### src/rtl/snow64_bfloat16_fpu_arbiter.sv
// snow64_bfloat16_fpu_arbiter
//
// Shares one Snow64BFloat16Fpu between NUM_REQ requesters. In ST_IDLE it picks
// the first pending request round-robin from ptr and issues it to the FPU in
// the same cycle. It then waits in ST_WAIT for the single in-flight operation.
// The result is routed back to the owner as a one-cycle pulse. A watchdog
// retires an operation the FPU never completes and flags it as timed out.
//
// Ports:
//   clk, rst               clock, synchronous active-high reset
//   in_req_valid           per-requester pending flag (held until granted)
//   in_req_oper/a/b        per-requester opcode/operands, slot i at [i*W +: W]
//   out_req_grant          one-hot pulse, request consumed this cycle
//   out_rsp_valid          one-hot pulse, result for requester i
//   out_rsp_data           result (0 on watchdog retire)
//   out_rsp_timeout        qualifies out_rsp_valid: retired by watchdog
//   out_fpu_start/oper/a/b FPU command inputs
//   in_fpu_data_valid, in_fpu_can_accept_cmd, in_fpu_data   FPU outputs
module snow64_bfloat16_fpu_arbiter #(
  parameter int NUM_REQ        = 4,
  parameter int OPER_WIDTH     = 3,
  parameter int DATA_WIDTH     = 16,
  parameter int TIMEOUT_CYCLES = 64
) (
  input  logic                          clk,
  input  logic                          rst,
  input  logic [NUM_REQ-1:0]            in_req_valid,
  input  logic [NUM_REQ*OPER_WIDTH-1:0] in_req_oper,
  input  logic [NUM_REQ*DATA_WIDTH-1:0] in_req_a,
  input  logic [NUM_REQ*DATA_WIDTH-1:0] in_req_b,
  output logic [NUM_REQ-1:0]            out_req_grant,
  output logic [NUM_REQ-1:0]            out_rsp_valid,
  output logic [DATA_WIDTH-1:0]         out_rsp_data,
  output logic                          out_rsp_timeout,
  output logic                          out_fpu_start,
  output logic [OPER_WIDTH-1:0]         out_fpu_oper,
  output logic [DATA_WIDTH-1:0]         out_fpu_a,
  output logic [DATA_WIDTH-1:0]         out_fpu_b,
  input  logic                          in_fpu_data_valid,
  input  logic                          in_fpu_can_accept_cmd,
  input  logic [DATA_WIDTH-1:0]         in_fpu_data
);

  localparam int PTR_W = (NUM_REQ > 1) ? $clog2(NUM_REQ) : 1;
  localparam int WD_W  = $clog2(TIMEOUT_CYCLES);

  typedef enum logic {ST_IDLE, ST_WAIT} state_t;

  state_t                  state_reg, state_next;
  logic [PTR_W-1:0]        ptr_reg, ptr_next;
  logic [PTR_W-1:0]        owner_reg, owner_next;
  logic [WD_W-1:0]         wd_reg, wd_next;
  logic [NUM_REQ-1:0]      rsp_valid_reg, rsp_valid_next;
  logic [DATA_WIDTH-1:0]   rsp_data_reg, rsp_data_next;
  logic                    rsp_timeout_reg, rsp_timeout_next;

  logic [PTR_W-1:0]        winner;
  logic                    winner_found;
  logic                    issue;
  logic                    done;
  logic                    expire;

  // Unpack the flat request buses into per-slot arrays.
  logic [OPER_WIDTH-1:0] req_oper [NUM_REQ];
  logic [DATA_WIDTH-1:0] req_a    [NUM_REQ];
  logic [DATA_WIDTH-1:0] req_b    [NUM_REQ];

  generate
    for (genvar gi = 0; gi < NUM_REQ; gi++) begin : g_slot
      assign req_oper[gi] = in_req_oper[gi*OPER_WIDTH +: OPER_WIDTH];
      assign req_a[gi]    = in_req_a[gi*DATA_WIDTH +: DATA_WIDTH];
      assign req_b[gi]    = in_req_b[gi*DATA_WIDTH +: DATA_WIDTH];
    end
  endgenerate

  // Round-robin pick: scan from the highest offset down so that the
  // smallest offset from ptr is the last (and therefore winning) assignment.
  always_comb begin
    logic [PTR_W-1:0] cand;
    winner       = '0;
    winner_found = 1'b0;
    cand         = '0;
    for (int k = NUM_REQ - 1; k >= 0; k--) begin
      cand = PTR_W'((int'(ptr_reg) + k) % NUM_REQ);
      if (in_req_valid[cand]) begin
        winner       = cand;
        winner_found = 1'b1;
      end
    end
  end

  // Issue is gated by rst so nothing leaks to the FPU during the reset cycle.
  assign issue  = (state_reg == ST_IDLE) && !rst && winner_found && in_fpu_can_accept_cmd;
  assign done   = (state_reg == ST_WAIT) && in_fpu_data_valid && in_fpu_can_accept_cmd;
  assign expire = (state_reg == ST_WAIT) && !done && (wd_reg == WD_W'(TIMEOUT_CYCLES - 1));

  // State and datapath registers.
  always_ff @(posedge clk) begin
    if (rst) begin
      state_reg       <= ST_IDLE;
      ptr_reg         <= '0;
      owner_reg       <= '0;
      wd_reg          <= '0;
      rsp_valid_reg   <= '0;
      rsp_data_reg    <= '0;
      rsp_timeout_reg <= 1'b0;
    end else begin
      state_reg       <= state_next;
      ptr_reg         <= ptr_next;
      owner_reg       <= owner_next;
      wd_reg          <= wd_next;
      rsp_valid_reg   <= rsp_valid_next;
      rsp_data_reg    <= rsp_data_next;
      rsp_timeout_reg <= rsp_timeout_next;
    end
  end

  // Next-state logic. Response registers default to zero so every
  // response is a single-cycle pulse.
  always_comb begin
    state_next       = state_reg;
    ptr_next         = ptr_reg;
    owner_next       = owner_reg;
    wd_next          = wd_reg;
    rsp_valid_next   = '0;
    rsp_data_next    = '0;
    rsp_timeout_next = 1'b0;
    case (state_reg)
      ST_IDLE: begin
        if (issue) begin
          owner_next = winner;
          ptr_next   = (winner == PTR_W'(NUM_REQ - 1)) ? '0 : winner + PTR_W'(1);
          wd_next    = '0;
          state_next = ST_WAIT;
        end
      end
      ST_WAIT: begin
        if (done) begin
          rsp_valid_next = NUM_REQ'(1) << owner_reg;
          rsp_data_next  = in_fpu_data;
          state_next     = ST_IDLE;
        end else if (expire) begin
          rsp_valid_next   = NUM_REQ'(1) << owner_reg;
          rsp_timeout_next = 1'b1;
          state_next       = ST_IDLE;
        end else begin
          wd_next = wd_reg + WD_W'(1);
        end
      end
      default: state_next = ST_IDLE;
    endcase
  end

  // Outputs: FPU command and grant are combinational on the issue decision,
  // the response side comes straight from registers.
  always_comb begin
    out_fpu_start   = issue;
    out_fpu_oper    = '0;
    out_fpu_a       = '0;
    out_fpu_b       = '0;
    out_req_grant   = '0;
    if (issue) begin
      out_fpu_oper  = req_oper[winner];
      out_fpu_a     = req_a[winner];
      out_fpu_b     = req_b[winner];
      out_req_grant = NUM_REQ'(1) << winner;
    end
    out_rsp_valid   = rsp_valid_reg;
    out_rsp_data    = rsp_data_reg;
    out_rsp_timeout = rsp_timeout_reg;
  end

endmodule

### config.mk
export PLATFORM = sky130hd
export DESIGN_NAME = snow64_bfloat16_fpu_arbiter
export DESIGN_NICKNAME = d
export VERILOG_FILES = /design/src/rtl/snow64_bfloat16_fpu_arbiter.sv
export SDC_FILE = /design/constraint.sdc
export NUM_CORES = 1
export LEC_CHECK = 0
export ABC_AREA = 1
export CAP_MARGIN = 10
export CORE_ASPECT_RATIO = 1.25
export CORE_MARGIN = 5
export CORE_UTILIZATION = 39
export CTS_BUF_LIST = sky130_fd_sc_hd__clkbuf_16
export CTS_CLUSTER_SIZE = 24
export DETAILED_ROUTE_END_ITERATION = 8
export GPL_TIMING_DRIVEN = 0
export PLACE_DENSITY = 0.95
export SLEW_MARGIN = 10
export SYNTH_ARGS = -nofsm -noshare
export SYNTH_HDL_FRONTEND = slang
export SYNTH_SLANG_ARGS = --single-unit
### constraint.sdc
create_clock -name clk -period 3.1 [get_ports clk]
set_input_delay 0.465 -clock clk [delete_from_list [all_inputs] [get_ports clk]]
set_output_delay 0.465 -clock clk [all_outputs]
set_load 0.005 [all_outputs]
==> results by stage <==
Placed design:
- After detailed placement, the total cell area comes to 0.00556 mm^2.
- The HPWL after detailed placement is 11.8 mm.
- The worst setup slack after placement is -341 ps.
- Port buffering added roughly 220 buffers.
- Routability-driven placement finished with a final weighted congestion of 0.957.

Finish:
- The fraction of final layout cells sized beyond drive strength 1 is 12.6%.
- The number of antenna diodes is 0.
- The total number of nets in the final design is 1,001.
- The finished cells cover 0.00600 mm^2.
- The flip-flop count of the largest register after layout is 16.
- The area growth from synthesis to layout is 87.1%.

STA:
- For this run, the top clock speed supported by timing is roughly 0.33 GHz.
- The final critical path time including I/O delays and setup is 3050 ps.
- At the pin with the least slew margin, the transition time is 405 ps.
- Between clock sinks in the finished design, the worst skew comes to between 2 and 2.5 ps.
- The number of hold violations in the final report was 0.
- The total count of max-transition violations in the final report is 0.
- Setup repair after global routing could not meet its margin everywhere.
- Setup slack closes at ~48 ps.
- The final setup violation count is 0.
- In the finished design, the share of the clock period the worst path needs comes to 98.5%.
- The worst slew margin relative to its limit is 73.0%.

Floorplan:
- The floorplan core area is 0.00815 mm^2.
- The die footprint is 0.0101 mm^2.
- The initial cell density of the core is 39.3%.
- Measured along the x axis, the die boundary spans roughly 90 um.
- The top-level I/O count is between 200 and 250.
- The number of rows created at floorplan is 37.
- The floorplan step set the die height to 111 um.

Yosys:
- Synthesis handed over a netlist of 574 instances.
- The synthesized netlist net count is 743.
- The post-synthesis async set-or-reset flop share is 0%.
- For this run, the leading register cell type out of synthesis is dfxtp_1.
- Ranked by instance count, the synthesized netlist is headed by inv_1, nand2_1, nand3_1, a21oi_1, nand3b_1.
- The post-synth design cell area is approximately 0.0032 mm^2.
- After synthesis, the cell types taking the most area are dfxtp_1, nand3_1, inv_1.
- inv_1 is the most common cell in the netlist.
- The share of the synthesized area in the top cell type is 20.0%.
- Dividing the synthesized area by the synthesized cell count gives around 5.6 um^2.
- The Yosys warning count is 0.
- Sequential elements use between 10% and 20% of the synthesized area.
- The number of different library cells used by synthesis comes to 26.
- The number of register bits inferred by synthesis is 32.
- Yosys mapped a number of flops with a built-in enable equal to 0.
- Of all cell types, the one taking the most synthesized area is dfxtp_1.

Clock network:
- TritonCTS built the clock tree.
- The number of hold buffers added after CTS is 0.
- The tree is rooted in a clkbuf_16.
- The clock slew seen by the registers of the worst setup and hold paths is 50 ps.
- The longest clock path from root to sink contains 2 buffers.
- The total CTS buffers is 5.
- The clock network latency to the later pin of the worst-skew pair is 270 ps.
- The clock net in this run drives a total of 32 sinks.
- The H-tree generated during clock tree synthesis spans 2 levels.

Setup path:
- The nature of the critical path endpoint is an output pin.
- In this run the worst path has a maximum fanout of 10.
- STA classifies the critical path startpoint as a primary input.
- The data required time at the worst endpoint is 2630 ps.
- The critical path class is primary input to output pin.
- At the worst endpoint, the arrival time is 2590 ps.

Route:
- The total via count in the routed design is between 4,000 and 5,000.
- The pre-antenna-repair detailed-routing pass consisted of 5 iterations.
- In the routed design, unresolved DRC markers number 0.
- The routed wire length per instance is 16.5 um.
- The sum of routed wire length over all layers is approximately 15 mm.
- Using the TritonRoute via totals, the vias-per-cell ratio works out to between 5 and 6.
- The number of antenna-violating nets in the routed design is 0.
- The detailed router finished its first iteration with 323 violations.

Hold path:
- The tightest min-delay check is of the flop to flop type.

GRT:
- The largest net degree at the start of global routing is 12.
- The overall fraction of global-route tracks in use is 28.3%.
- The first global-routing pass estimated 23.6 mm of wire.
- The initial antenna violation count came to 0.
- The number of global-route vias before repair is ~4,700.
- Summed over all layers, the global routing overflow is 0.

Power and ir drop:
- The peak supply drop is 0.000456 V.
- The leakage power of the design is 3.09 nW.
- The final total power is 2.19 mW.
- The areal power density over the cells is 366 mW/mm^2.

Outcome:
- The run finished with clean final reports.

Job:
- Max-cap violations in this run came to 0.
worst max-delay path, stage by stage:
cell and delay [ps]:
clkdlybuf4s50_1 480, inv_1 60, nand2_2 110, nand2_1 80, nor2_2 140, nor2_2 60
o21ai_2 160, nand2_2 90, nand2_4 80, buf_4 170, buf_6 160, nand3_1 100
a21oi_2 170, dlygate4sd2_1 250
layout make-up:
type	count	area (um^2)
timing repair buffer	251	2380
fill	640	2150
multi-input combinational	367	1940
sequential	32	641
inverter	141	532
buffer	34	251
clock buffer	5	125
tap	97	121
clock inverter	3	11.3
metrics by stage:
| step | hold WS, ps | std cells | TNS (ps) | util (%) |
|---|---|---|---|---|
| 6_report | 481 | 930 | 0 | 73.6 |
| 5_1_grt | 490 | 930 | -876 | 73.6 |
| 4_1_cts | 472 | 916 | -58.0 | 71.8 |
| 3_5_place_dp | 465 | 894 | -7180 | 68.2 |
| 3_3_place_gp | 448 | 894 | -3710 | 68.2 |
| 2_1_floorplan | 439 | 574 | 0 | - |
final timing paths:
path / startpoint / endpoint / slack, ps / cells after the start
max: in_req_valid[0] / out_fpu_b[1] / 50 / 14
min: wd_reg[3]$_SDFFE_PP0P_ / wd_reg[3]$_SDFFE_PP0P_ / 480 / 2
max reg2reg: ptr_reg[0]$_SDFFE_PP0P_ / ptr_reg[1]$_SDFFE_PP0P_ / 960 / 14
min reg2reg: wd_reg[3]$_SDFFE_PP0P_ / wd_reg[3]$_SDFFE_PP0P_ / 480 / 2
power by group:
part | switching, mW | internal [mW]
Sequential | 0.00880 | 0.422
Clock | 0.158 | 0.288
Combinational | 0.670 | 0.648
per-layer routing:
metal	global-route usage, %	vias to the layer above	part of all wire [%]
met1	30.9	2183	35
met5	0	-	0
met2	50.5	271	50
li1	-	2295	-
met4	12.4	0	5.1
met3	7.70	65	9.8
layout by cell type (no fill, tap or decap), types with 26 or more instances in the layout:
cell,instances
clkdlybuf4s50_1,184
inv_1,140
nand3_1,111
nand2_1,108
a21oi_1,40
buf_4,36
nand3b_1,36
dfxtp_1,32
nor2_1,26
dlygate4sd2_1,26
repair_timing:
| item | 4_1_cts | 5_1_grt |
|---|---|---|
| pin swaps | 5 | 9 |
| endpoints found under the setup margin | 39 | 32 |
| buffers inserted | 14 | 14 |
| resized for setup | 74 | 39 |
kinds of logic (layout without fill, tap and decap cells):
group,after synthesis,count (layout),share of synthesized area (%)
compound gates,50,50,8.36
xor+xnor,1,1,0.273
fa+ha+maj,5,5,1.95
buf+inv,175,434,22.4
flops,32,32,20.0
simple gates,311,311,47.0
Note: power is estimated with default switching activity, not from simulation.
